<file path="config.mk">
export PLATFORM = sky130hd
export DESIGN_NAME = pipe_ctrl
export DESIGN_NICKNAME = d
export VERILOG_FILES = /design/src/rtl/pipe_ctrl_pkg.sv /design/src/rtl/pipe_ctrl.sv
export SDC_FILE = /design/constraint.sdc
export NUM_CORES = 1
export LEC_CHECK = 0
export CAP_MARGIN = 20
export CORE_ASPECT_RATIO = 1.4
export CORE_MARGIN = 2
export CORE_UTILIZATION = 36
export CTS_CLUSTER_SIZE = 25
export DETAILED_ROUTE_END_ITERATION = 6
export PLACE_DENSITY = 0.69
export SLEW_MARGIN = 0
export SYNTH_ARGS = -nofsm -noshare
export SYNTH_HDL_FRONTEND = slang
export SYNTH_SLANG_ARGS = --single-unit
export TNS_END_PERCENT = 30
</file>
<file path="constraint.sdc">
create_clock -name clk -period 2.85 [get_ports clk]
set_clock_uncertainty 0.1 [all_clocks]
set_input_delay 0.285 -clock clk [delete_from_list [all_inputs] [get_ports clk]]
set_output_delay 0.285 -clock clk [all_outputs]
set_load 0.02 [all_outputs]
</file>
<file path="src/rtl/pipe_ctrl_pkg.sv">
// Shared constants for the pipeline controller: stall encodings, ERET code,
// the default exception vector and FSM state encodings.
package pipe_ctrl_pkg;

    localparam int unsigned STALL_W = 6;
    localparam int unsigned ADDR_W  = 32;

    // Per-stage stall bit values
    localparam logic Stop   = 1'b1;
    localparam logic NoStop = 1'b0;

    // Stall vectors: a request from a stage freezes that stage and everything upstream
    localparam logic [STALL_W-1:0] STALL_NONE = 6'b000000;
    localparam logic [STALL_W-1:0] STALL_IF   = 6'b000011;
    localparam logic [STALL_W-1:0] STALL_ID   = 6'b000111;
    localparam logic [STALL_W-1:0] STALL_EX   = 6'b001111;
    localparam logic [STALL_W-1:0] STALL_MEM  = 6'b011111;

    localparam logic [ADDR_W-1:0] EXC_ERET           = 32'h0000000e;
    localparam logic [ADDR_W-1:0] EXC_VECTOR_DEFAULT = 32'hBFC00380;

    typedef enum logic {
        RUN      = 1'b0,
        REDIRECT = 1'b1
    } state_e;

endpackage

</file>
<file path="src/rtl/pipe_ctrl.sv">
// Pipeline controller: resolves stall requests into a prefix stall vector,
// converts a committed mem-stage exception into flush + PC redirect, holds the
// redirect while an instruction fetch is outstanding, and counts stall cycles.
// Ports:
//   clk, rst                       clock, synchronous active-high reset
//   stallreq_if/id/ex/mem          per-stage stall requests
//   excepttype_i, cp0_epc_i        mem-stage exception code, forwarded EPC
//   if_accept                      PC stage takes redirect_pc this cycle
//   stall[5:0], flush              pipeline register controls (combinational)
//   redirect_valid, redirect_pc    fetch redirect (combinational)
//   stall_cycles                   registered count of cycles with stall[0]=1
module pipe_ctrl
    import pipe_ctrl_pkg::*;
#(
    parameter logic [31:0] EXC_VECTOR = EXC_VECTOR_DEFAULT,
    parameter int unsigned CNT_W      = 32
) (
    input  logic             clk,
    input  logic             rst,
    input  logic             stallreq_if,
    input  logic             stallreq_id,
    input  logic             stallreq_ex,
    input  logic             stallreq_mem,
    input  logic [31:0]      excepttype_i,
    input  logic [31:0]      cp0_epc_i,
    input  logic             if_accept,
    output logic [5:0]       stall,
    output logic             flush,
    output logic             redirect_valid,
    output logic [31:0]      redirect_pc,
    output logic [CNT_W-1:0] stall_cycles
);

    state_e      state;
    state_e      next_state;
    logic [31:0] pend_pc;
    logic        latch_pend;

    // State, pending redirect target and stall counter
    always_ff @(posedge clk) begin
        if (rst) begin
            state        <= RUN;
            pend_pc      <= 32'h0;
            stall_cycles <= '0;
        end else begin
            state <= next_state;
            if (latch_pend) begin
                pend_pc <= redirect_pc;
            end
            if (stall[0] == Stop) begin
                stall_cycles <= stall_cycles + CNT_W'(1);
            end
        end
    end

    // Next state and combinational pipeline controls; everything is zero under reset
    always_comb begin
        next_state     = state;
        stall          = STALL_NONE;
        flush          = 1'b0;
        redirect_valid = 1'b0;
        redirect_pc    = 32'h0;
        latch_pend     = 1'b0;

        if (!rst) begin
            unique case (state)
                RUN: begin
                    if (excepttype_i != 32'h0) begin
                        // Flush overrides every stall request
                        flush          = 1'b1;
                        redirect_valid = 1'b1;
                        redirect_pc    = (excepttype_i == EXC_ERET) ? cp0_epc_i : EXC_VECTOR;
                        if (!if_accept) begin
                            latch_pend = 1'b1;
                            next_state = REDIRECT;
                        end
                    end else if (stallreq_mem) begin
                        stall = STALL_MEM;
                    end else if (stallreq_ex) begin
                        stall = STALL_EX;
                    end else if (stallreq_id) begin
                        stall = STALL_ID;
                    end else if (stallreq_if) begin
                        stall = STALL_IF;
                    end
                end
                REDIRECT: begin
                    // Pipeline holds only bubbles; new requests are ignored until fetch takes the PC
                    stall          = STALL_IF;
                    redirect_valid = 1'b1;
                    redirect_pc    = pend_pc;
                    if (if_accept) begin
                        next_state = RUN;
                    end
                end
                default: begin
                    next_state = RUN;
                end
            endcase
        end
    end

endmodule

</file>
==> flow_results.org <==
** Routing
- Number of remaining DRC errors :: 0
- DRT antenna net count :: 0
- Count of vias placed by the detailed router :: 4086
- The routed design has 11.2 mm of wire.
- In this run, the number of DRC markers left after iteration 0 of detailed routing was 117.
- Pre-Repair DR Iteration Count :: 5
- Routed wire per std cell :: 15.5 um
- After detailed routing, the number of vias per cell comes to 5.62.

** Critical path
- Delay contributed by the slowest stage of the critical path :: 0.60 ns
- Data arrives at the worst endpoint at 2.48 ns.
- CP bufs+invs :: 3
- Crit-path most repeated cell :: sky130_fd_sc_hd__clkdlybuf4s50_1
- STA classifies the critical path startpoint as an input pin.
- Max stage delay cell, worst path :: sky130_fd_sc_hd__clkdlybuf4s50_1
- Required arrival time at the worst endpoint :: 2.47 ns
- The signal on the critical path passes through clkdlybuf4s50_1, nor4_4, and4_1, buf_4, a31oi_4, nor2b_1, clkdlybuf4s50_1.
- The worst setup path is captured at a primary output.
- Measured in cells, the most critical reg-to-reg path has a length of 7.
- CP Class :: input pin to primary output
- In this design, the largest share of critical-path delay is due to buffers and inverters.
- Largest driver fanout on the critical path :: 16
- Critical path depth in cells :: 7

** Clock network
- Total clock sinks :: 65
- The later pin in the worst-skew pair is clocked with a latency of 0.33 ns.
- TritonCTS Buffers :: 9
- Counting along the longest clock path gives a buffer depth of 2.
- The H-tree generated during clock tree synthesis spans 3 levels.
- CTS tree :: yes
- Root Buffer :: sky130_fd_sc_hd__clkbuf_16
- Clock-pin slew was measured on the worst setup and hold paths at 0.05 ns.

** Layout
- Excluding fillers, the count of instances in the completed layout stands at 727.
- Register cell area after layout :: 0.00130 mm^2
- Relative to the synthesized area, the layout overhead comes to 55.2%.
- Once layout is complete, the utilization of the core stands at 57.4%.
- The final layout contains 684 nets.
- Multi-input gate area in the final layout :: 0.00212 mm^2
- Fraction of layout cells with a size suffix above 1 :: 15.6%
- 0 antenna diodes ended up in the layout.
- The layout has 881 filler cells.

** STA
- Peak clock frequency supported by timing :: 349 MHz
- Endpoints failing hold :: 0
- Setup repair after global routing could not meet its margin everywhere.
- Worst-case setup margin in the final layout :: -0.0114 ns
- Post-route minimum period :: 2.86 ns
- In the finished design, the share of the clock period the worst path needs comes to 100%.
- Slew at the pin closest to its max-slew limit :: 0.990 ns
- Slew HR :: 34.0%
- Setup violations remaining at the end of the flow were counted as 1.
- Number of pins exceeding their max-slew limit in the final report :: 0

** Power
- Across the VDD grid, the largest voltage drop is 0.260 mV.
- Power per cell area :: 440 mW/mm^2
- In this run the static leakage power is 1.94 nW.

** Job
- The tool flagged a number of max-cap violations equal to 0.

** Synth
- The most used flip-flop cell after synthesis is sky130_fd_sc_hd__dfxtp_1.
- Cell Area, Synth :: 0.00350 mm^2
- Counting flops and latches in the post-synthesis netlist gives 65.
- The synthesized design contains 0 enable-type register cells.
- Yosys printed 0 warnings.
- Cell count after synthesis :: 468
- In this run, distinct cell masters in the synthesized netlist total 39.
- Async set-or-reset flop fraction in the synthesized netlist :: 0%
- The number of nets handed over by synthesis was 540.
- In this run the mean area of a mapped cell was 7.48 um^2.
- For this run, the register share of the synthesized area comes to 37.2%.

** GRT
- Vias in the first global route :: 3855
- Pin count of the biggest net entering global routing :: 83
- The first global-routing pass estimated 17.6 mm of wire.
- Number of antenna violations at the first check in global routing :: 0
- Gr usage total :: 20.8%
- Summed over all layers, the global routing overflow is 0.

** Min path
- Counting instances, the worst hold path has a depth of 2.
- The tightest min-delay check is of the input pin to flop type.

** Place
- Inst Count DP :: 706
- Weighted congestion at the end of routability-driven global placement :: 0.789
- IO Port Bufs :: 141
- Dpl ws :: -0.375 ns
- Total half-perimeter wirelength after legalization and detailed placement :: 7.85 mm

** Die
- The floorplan has 42 rows.
- Placeable core area :: 0.00946 mm^2
- Floorplan die width :: 87.3 um
- Pin placement for this block handled 143 I/O pins.
- The floorplan step defined a die boundary enclosing 0.0105 mm^2.
- Initial core utilization :: 37.0%
- Die height :: 121 um

** Status
- The flow ran to the end, but the final reports show violations.
- Violated checks :: negative setup slack
## power breakdown
| group | switching [W] | total, W | internal [W] | leakage (nW) |
|---|---|---|---|---|
| combinational | 0.000146 | 0.000292 | 0.000146 | 1.26 |
| clock | 0.000386 | 0.00115 | 0.000765 | 0.148 |
| sequential | 0.0000154 | 0.000946 | 0.000930 | 0.528 |
## sequential cells by signal (all words and copies together), names as in the netlist
signal and cells:
pend_pc 32, stall_cycles 32, state 1
## metal layers
layer,share of wire [%],global-route usage [%],up-vias
li1,-,-,2014
met1,40,23.5,1914
met2,51,35.5,142
met3,7.4,6.35,16
met4,1.6,9.04,0
met5,0,0,-
## Yosys cell counts (11+ instances only)
master | number | area [um^2]
sky130_fd_sc_hd__clkbuf_1 | 35 | 131
sky130_fd_sc_hd__o31ai_1 | 14 | 105
sky130_fd_sc_hd__or3_1 | 13 | 81.3
sky130_fd_sc_hd__nand3b_1 | 12 | 90.1
sky130_fd_sc_hd__nand3_1 | 34 | 170
sky130_fd_sc_hd__nor2_1 | 37 | 139
sky130_fd_sc_hd__or4_1 | 13 | 97.6
sky130_fd_sc_hd__a22oi_1 | 20 | 150
sky130_fd_sc_hd__o21ai_0 | 37 | 185
sky130_fd_sc_hd__nand2_1 | 48 | 180
sky130_fd_sc_hd__nand4_1 | 11 | 68.8
sky130_fd_sc_hd__dfxtp_1 | 65 | 1300
sky130_fd_sc_hd__a21oi_1 | 57 | 285
sky130_fd_sc_hd__nor4_1 | 12 | 75.1
## layout by cell type (no fill, tap or decap), drive strengths merged, types with 20 or more instances in the layout
cell type	count
o21ai	37
clkbuf	42
dfxtp	65
nand2	48
a21oi	57
nand3	34
a22oi	20
nor2	37
clkdlybuf4s50	104
buf	33
## timing repair
action	CTS	global route
pin swaps	5	3
endpoints found under the setup margin	35	37
gates resized for setup	49	65
setup buffers	3	2
hold buffers	0	0
## worst paths after layout
kind / start / endpoint / slack, ns
max: excepttype_i[18] / flush / -0.01
min: rst / stall_cycles[1] / 0.25
max reg2reg: state / stall_cycles[25] / 0.51
min reg2reg: pend_pc[16] / pend_pc[16] / 0.35
## stage by stage
stage                     instance area (um^2)  setup TNS, ns  hold WS [ns]  power, W
after global placement                    5160          -7.09         0.338   0.00126
after global routing                      5430         -0.322         0.268   0.00248
after detailed placement                  5160          -9.38         0.345   0.00126
final                                     5430        -0.0114         0.248   0.00239
after CTS                                 5500        -0.0232         0.236   0.00242
after floorplan                           3500              0         0.262   0.00108
## cell type report
type | count | share of cell area, %
clock buffer | 13 | 4.43
tap | 110 | 2.54
multi-input combinational | 358 | 39.1
sequential | 65 | 24.0
clock inverter | 3 | 1.20
timing repair buffer | 172 | 28.3
inverter | 6 | 0.415
## kinds of logic after synthesis
logic type	count (synthesis)	synth area share (%)
simple gates	214	33.0
compound gates	136	22.5
flops	65	37.2
buf+inv	45	5.04
mux	5	1.57
fa+ha+maj	1	0.358
other cells	1	0.107
xor+xnor	1	0.250
No activity file was read; power rests on OpenSTA's default activity.
